## src/rtl/score_display_scan_if.sv

```systemverilog
// score_display_scan_if: BCD digits in, segment/anode pins and frame strobe out.
// master = score source side, slave = scanner side.
interface score_display_scan_if;
    logic [3:0] score0;
    logic [3:0] score1;
    logic [3:0] score2;
    logic [3:0] score3;
    logic [6:0] seg;
    logic [3:0] an;
    logic       frame;

    modport master (
        output score0, score1, score2, score3,
        input  seg, an, frame
    );

    modport slave (
        input  score0, score1, score2, score3,
        output seg, an, frame
    );
endinterface

```

## src/rtl/score_display_scan.sv

```systemverilog
// score_display_scan: 4-digit common-anode scanner with per-frame snapshot.
// Optional leading-zero blanking when SCORE_LZ_BLANK_EN is defined.
module score_display_scan #(
    parameter int SCAN_DIV = 4096,
    parameter int GUARD    = 2
) (
    input logic               clk,
    input logic               reset,
    score_display_scan_if.slave bus
);
    localparam int CW = (SCAN_DIV > 1) ? $clog2(SCAN_DIV) : 1;
    localparam logic [CW-1:0] LAST = CW'(SCAN_DIV - 1);

    logic [CW-1:0] div_cnt;
    logic [1:0]    dig;
    logic [3:0]    snap [4];
    logic [6:0]    seg_q;
    logic [3:0]    an_q;
    logic          frame_q;
    logic [6:0]    seg_d;
    logic [3:0]    an_d;
    logic [3:0]    blank;
    logic          slot_end;
    logic          in_guard;

    assign slot_end = (div_cnt == LAST);
    assign in_guard = (int'(div_cnt) < GUARD);

    function automatic logic [6:0] enc(input logic [3:0] v);
        logic [6:0] s;
        case (v)
            4'd0:    s = 7'b1000000;
            4'd1:    s = 7'b1111001;
            4'd2:    s = 7'b0100100;
            4'd3:    s = 7'b0110000;
            4'd4:    s = 7'b0011001;
            4'd5:    s = 7'b0010010;
            4'd6:    s = 7'b0000010;
            4'd7:    s = 7'b1111000;
            4'd8:    s = 7'b0000000;
            4'd9:    s = 7'b0010000;
            default: s = 7'b0111111;
        endcase
        return s;
    endfunction

`ifdef SCORE_LZ_BLANK_EN
    // A digit is dark when it and every more significant digit are zero.
    assign blank[3] = (snap[3] == 4'd0);
    assign blank[2] = blank[3] && (snap[2] == 4'd0);
    assign blank[1] = blank[2] && (snap[1] == 4'd0);
    assign blank[0] = 1'b0;
`else
    assign blank = 4'b0000;
`endif

    // Slot timer and digit pointer.
    always_ff @(posedge clk or posedge reset) begin
        if (reset) begin
            div_cnt <= '0;
            dig     <= 2'd0;
        end else if (slot_end) begin
            div_cnt <= '0;
            dig     <= dig + 2'd1;
        end else begin
            div_cnt <= div_cnt + 1'b1;
        end
    end

    // Capture all four digits together at the frame boundary.
    always_ff @(posedge clk or posedge reset) begin
        if (reset) begin
            for (int k = 0; k < 4; k++) snap[k] <= 4'd0;
        end else if (slot_end && dig == 2'd3) begin
            snap[0] <= bus.score0;
            snap[1] <= bus.score1;
            snap[2] <= bus.score2;
            snap[3] <= bus.score3;
        end
    end

    // Pick the anode and segment pattern for the current slot position.
    always_comb begin
        seg_d = 7'b1111111;
        an_d  = 4'b1111;
        if (!in_guard && !blank[dig]) begin
            an_d  = ~(4'b0001 << dig);
            seg_d = enc(snap[dig]);
        end
    end

    // Registered pin drivers; reset darkens the display immediately.
    always_ff @(posedge clk or posedge reset) begin
        if (reset) begin
            seg_q   <= 7'b1111111;
            an_q    <= 4'b1111;
            frame_q <= 1'b0;
        end else begin
            seg_q   <= seg_d;
            an_q    <= an_d;
            frame_q <= slot_end && (dig == 2'd3);
        end
    end

    assign bus.seg   = seg_q;
    assign bus.an    = an_q;
    assign bus.frame = frame_q;
endmodule

```

## src/flat_wrapper.sv

```systemverilog
// flat-port wrapper written by rule: the top's interface ports become plain ports
module score_display_scan_flat 
#(
    parameter int SCAN_DIV = 4096,
    parameter int GUARD    = 2
)
  (clk, reset, bus_score0, bus_score1, bus_score2, bus_score3, bus_seg, bus_an, bus_frame);
  score_display_scan_if bus_i ();
  input logic clk;
  input logic reset;
  input wire logic [$bits(bus_i.score0)-1:0] bus_score0;
  input wire logic [$bits(bus_i.score1)-1:0] bus_score1;
  input wire logic [$bits(bus_i.score2)-1:0] bus_score2;
  input wire logic [$bits(bus_i.score3)-1:0] bus_score3;
  output wire logic [$bits(bus_i.seg)-1:0] bus_seg;
  output wire logic [$bits(bus_i.an)-1:0] bus_an;
  output wire logic [$bits(bus_i.frame)-1:0] bus_frame;
  assign bus_i.score0 = bus_score0;
  assign bus_i.score1 = bus_score1;
  assign bus_i.score2 = bus_score2;
  assign bus_i.score3 = bus_score3;
  assign bus_seg = bus_i.seg;
  assign bus_an = bus_i.an;
  assign bus_frame = bus_i.frame;
  score_display_scan #(.SCAN_DIV(SCAN_DIV), .GUARD(GUARD)) u_core (.clk(clk), .reset(reset), .bus(bus_i));
endmodule
```

## config.mk

```make
export PLATFORM = sky130hd
export DESIGN_NAME = score_display_scan_flat
export DESIGN_NICKNAME = d
export VERILOG_FILES = /design/src/rtl/score_display_scan_if.sv /design/src/rtl/score_display_scan.sv /design/src/flat_wrapper.sv
export SDC_FILE = /design/constraint.sdc
export NUM_CORES = 1
export LEC_CHECK = 0
export CAP_MARGIN = 20
export CORE_MARGIN = 2
export CORE_UTILIZATION = 27
export DETAILED_ROUTE_END_ITERATION = 8
export SETUP_SLACK_MARGIN = 0.05
export SYNTH_ARGS = -nofsm -noshare
export SYNTH_HDL_FRONTEND = slang
export SYNTH_SLANG_ARGS = --single-unit
```

## constraint.sdc

```tcl
create_clock -name clk -period 2.85 [get_ports clk]
set_clock_uncertainty 0.2 [all_clocks]
set_input_delay 0.57 -clock clk [delete_from_list [all_inputs] [get_ports clk]]
set_output_delay 0.57 -clock clk [all_outputs]
set_load 0.02 [all_outputs]
```

; ---- Word level (Yosys, flattened, before mapping)
; Memory sizes are Yosys's and may differ from the RTL's.
; Cells that the tools add are included.
[classes]
add_sub_neg = 2
n_lt_le_gt_ge = 3
n_shift = 1
reduce_logical = 4
muxes = 8
bitwise = 2
eq_ne = 2
[ops]
columns = op, count
row1 = "12-bit by 1-bit adder with 12-bit output, second input constant", 1
row2 = "12-bit == test, second input constant", 1
row3 = "12-bit by 2-bit < comparator with 1-bit output, second input constant", 1
row4 = 12-bit 2-to-1 mux, 1
row5 = 4-bit 2-to-1 mux, 3
row6 = 4-bit binary-select mux with 2-bit select, 1
row7 = 7-bit 2-to-1 mux, 1
row8 = 4-bit NOT, 1
row9 = "1-bit by 2-bit << shifter with 4-bit output, first input constant", 1
row10 = "3-bit greater-or-equal comparator, second input constant", 1
row11 = "2-bit by 3-bit < comparator with 1-bit output, second input constant", 1
row12 = 2-bit NOT with 3-bit output, 1
row13 = "2-bit by 1-bit adder with 2-bit output, second input constant", 1
row14 = 1-bit binary-select mux with 2-bit select, 1
row15 = "2-bit == test, second input constant", 1
row16 = 1-bit logical AND, 2
row17 = 1-bit logical NOT, 2
row18 = 1-bit 2-to-1 mux, 1
[word_totals]
elab_cells = 32
register_bits = 42
romBits = 112
n_memories = 1
[mem_list]
columns = name, depth, word_bits, read_ports, rd_ports_with_merged_regs, wr, line
row1 = (no name shown), 16, 7, 1, 0, 0, score_display_scan.sv:31  ; case (v)

; ---- Depth between registers and ports, before layout
; An unclocked memory read counts as a cell.
[depth]
word_depth = 6
depth_mapped = 7

; ---- Worst setup path after synthesis
; No wires, ideal clock.
[synth_path]
kind = register to register
startpoint = reg u_core.dig[0]
endpoint = reg u_core.seg_q[3] (netlist: u_core.bus.seg[3])
n_path_buf = 1
slack_ns = 0.662
arrival_time_ns = 1.893
path_stages_with_launch = 7
setup_time_ns = 0.095
path_cell_list = dfrtp_1 > clkbuf_1 > mux4_2 > ha_1 > or2_2 > a21oi_1 > o21ai_0
[synth_between]
elab_chain_len = 6
elab_cells_between_ends = 10
cone_classes = mux: 6 / bitwise: 1 / reduce/logical: 2 / memory: 1
[synth_rtl]
columns = element, line
row1 = from (decl), score_display_scan.sv:15  ; logic [1:0] dig;
row2 = from (signal assigned), score_display_scan.sv:64  ; dig <= dig + 2'd1;
row3 = 2-bit NOT with 3-bit output (implied by the code), score_display_scan.sv:88  ; seg_d = enc(snap[dig]);
row4 = 4-bit binary-select mux with 2-bit select, score_display_scan.sv:88
row5 = 4-bit 2-to-1 mux (implied by the code) (2 in series), score_display_scan.sv:88
row6 = memory read 16 x 7 bit, --
row7 = 7-bit 2-to-1 mux *, score_display_scan.sv:86  ; if (!in_guard && !blank[dig]) begin
row8 = net u_core.seg_d[3], score_display_scan.sv:20  ; logic [6:0] seg_d;
row9 = to (signal assigned), score_display_scan.sv:99  ; seg_q <= seg_d;
row10 = to (decl), score_display_scan.sv:17  ; logic [6:0] seg_q;
; The timed path passes the listed nets; every way through them passes the cells marked *. The select of a mux whose other input is x is not followed.
; A chain may end at the register's enable or synchronous reset.

; ---- Worst setup path in the final report
[layout_path]
startpoint = reg u_core.an_q[3] (netlist: u_core.bus.an[3])
endpoint = out bus_an[3]
[layout_lines]
columns = element, line
row1 = from (decl), score_display_scan.sv:18  ; logic [3:0] an_q;
row2 = from (signal assigned), score_display_scan.sv:100  ; an_q <= an_d;
row3 = to (decl), flat_wrapper.sv:16  ; output wire logic [$bits(bus_i.an)-1:0] bus_an;
; No word-level cell between the ends.

==> flow_summary.toml <==
[grt]
antenna_found_initial = 0
overflow = 0
grt_pass1_wl_um = 6037
track_usage_pct = 9.994
grt_max_degree = 43
grt_pass1_vias = 1256

[placed_design]
dp_hpwl_um = 2495
numPortBuffers = 29
dpl_cell_area_mm2 = 0.002390
gp_congestion = 0.8075

[floorplanning]
die_area_mm2 = 0.008032
pin_count = 30
start_util_pct = 27.58
dieWidth_um = 89.62
core_region_area_mm2 = 0.007176
row_count = 31
die_y_um = 89.62

[synthesis]
yosysMostFrequentCell = "dfrtp_1"
syn_area_mm2 = 0.001979
syn_avg_cell_area_um2 = 12.77
ys_ff_latch = 42
ys_top_cells_by_area = "dfrtp_1, dfstp_2, ha_1, mux2_4, mux4_2"
synth_seq_area_share_pct = 53.79
syn_inst = 155
yosys_warnings = 0
synth_commonest_cells = "dfrtp_1, dfstp_2, ha_1, nand2_1, inv_1"
yosys.area.top_type = "dfrtp_1"
synth_nets = 184
synth_edf_count = 0
async_flop_share_pct = 100.0
netlist.area_leader.share_pct = 39.19
synth_top_flop_cell = "dfrtp_1"
ys_types = 30

[worst_setup_path]
r2r-start = "u_core.dig[0]"
start_kind = "flop"
crit_chain = "clkdlybuf4s50_1"
critPathSlowestCell = "clkdlybuf4s50_1"
path_max_fanout = 1
cp_data_arrival_time_ps = 1400
r2r_end = "u_core.bus.seg[3]"
cp_top_family = "buffers and inverters"
rrSetupSlack_ps = 680
critPathKind = "reg -> out"
path_buf_inv = 1
cp.required_ps = 2080
cp-end-kind = "primary output"
max_stage_delay_ps = 590
rr_worst_depth = 5

[timing]
report.final.hold_viol_count = 0
min_period_over_period_pct = 76.22
maxSlewViolCount = 0
holdWs_ps = 300.1
setup_violations = 0
rsz0062_at_grt = "no"
setup_tns_ps = 0
slew_headroom_pct = 64.94
fin_crit_ps = 2172
fmax_mhz = 460.3
worst_slew_pin_slew_ps = 525.9

[cts]
cts_tree = "done"
clk_latency_ps = 280
clockBufferDepth = 2
path_clk_slew_ps = 80
numCtsBuffers = 5
cts_root_buf = "clkbuf_8"
cts_resized = 0
cts_sinks = 42
htreeDepth = 2
post_cts_buffers = 0
holdBufCountCts = 0

[route]
wl_um = 3476
dr.pass1.iters = 4
drcViolationCount = 0
drtAntennaViolNets = 0
drtIter0Drc = 41
dr_wl_met2_um = 1632
wl_met1_um = 1607
vias = 1256
wl_per_cell_um = 11.99
routed.top_layer = "met4"
wl_met3_um = 185
routed_via_density = 4.331

[power]
seq_power_share_pct = 53.0
ir_drop_mv = 0.2238
power_frac_comb_pct = 8.8
intPower_mw = 0.9421
p_per_area_mw_per_mm2 = 476.5
p_sw_mw = 0.2473
power_frac_clock_pct = 38.2
p_total_mw = 1.189
p_sw_share_pct = 20.79
p_leak_nw = 1.107

[worst_hold_path]
hp-class = "reg -> reg"
min_path_cells = 1
whs_endpoint = "u_core.div_cnt[0]"
hp-start = "u_core.div_cnt[0]"

[layout]
layout-drive-gt1-share_pct = 23.04
diodes = 0
design_area_mm2 = 0.002496
utilization_pct = 34.79
nets = 219
synthToLayoutAreaGrowth_pct = 26.11

[run_status]
status = "complete, no violations"

[flow_run]
drv_cap = 0
[sequential cells by signal (all words and copies together) (netlist names)]
signal and cells:
u_core.bus.seg 7, u_core.bus.an 4, u_core.div_cnt 12, u_core.snap 16, u_core.dig 2, u_core.bus.frame 1
[area by class of cell]
class	instances	area, um^2
clock buffer	7	76.32
multi-input combinational	100	858.3
inverter	10	37.54
tap	99	123.9
fill	711	4679
sequential	42	1065
clock inverter	1	30.03
timing repair buffer	31	305.3
[metal layers]
layer | vias to the layer above | track usage (%)
li1 | 604 | -
met1 | 621 | 13.57
met2 | 26 | 14.84
met3 | 5 | 2.742
met4 | 0 | 4.613
met5 | - | 0
[per-stage QoR]
step,setup WS [ps],std cells
2_1_floorplan,662.1,155
3_3_place_gp,701.3,282
3_5_place_dp,676.8,282
4_1_cts,650.1,290
5_1_grt,531.5,290
6_report,677.7,290
[power groups by stage]
stage | combinational [mW] | clock, mW | sequential, mW
2_1_floorplan | 0.0457 | 0 | 0.649
3_3_place_gp | 0.106 | 0 | 0.641
3_5_place_dp | 0.107 | 0 | 0.642
4_1_cts | 0.107 | 0.472 | 0.631
5_1_grt | 0.116 | 0.500 | 0.633
6_report | 0.105 | 0.454 | 0.630
[logic make-up after synthesis]
family	after synthesis	share of synthesized area, %
adders and majority gates	11	6.953
DFF	42	53.79
and+or+nand+nor	41	11.82
AOI/OAI and AO/OA	19	5.247
muxes	20	15.36
buffers and inverters	13	2.845
xor gates and xnor gates	9	3.983
[layout by cell type (no fill, tap or decap), drive strengths merged]
master         count
dfrtp             31
clkdlybuf4s50     29
mux2              16
nand2             12
ha                11
dfstp             11
inv               10
nor2               9
o21ai              9
a21oi              7
clkbuf             7
xnor2              6
nand3              4
mux4               4
nor4               4
nor3               3
xor2               3
nand4              3
or2                2
buf                2
or3                1
and2b              1
and2               1
a211oi             1
nand2b             1
o21bai             1
a22o               1
bufinv             1
[worst max-delay path by stage]
stage | startpoint | end | slack, ps | cells after the start
final | u_core.bus.an[3] | bus_an[3] | 680 | 1
after global routing | u_core.dig[0] | u_core.bus.seg[3] | 530 | 5
after global placement | u_core.dig[0] | u_core.bus.seg[3] | 700 | 5
after detailed placement | u_core.dig[0] | u_core.bus.seg[3] | 680 | 5
after CTS | u_core.bus.seg[3] | bus_seg[3] | 650 | 1
after floorplan | u_core.dig[0] | u_core.bus.seg[3] | 660 | 6
(Power assumes the default switching activity.)
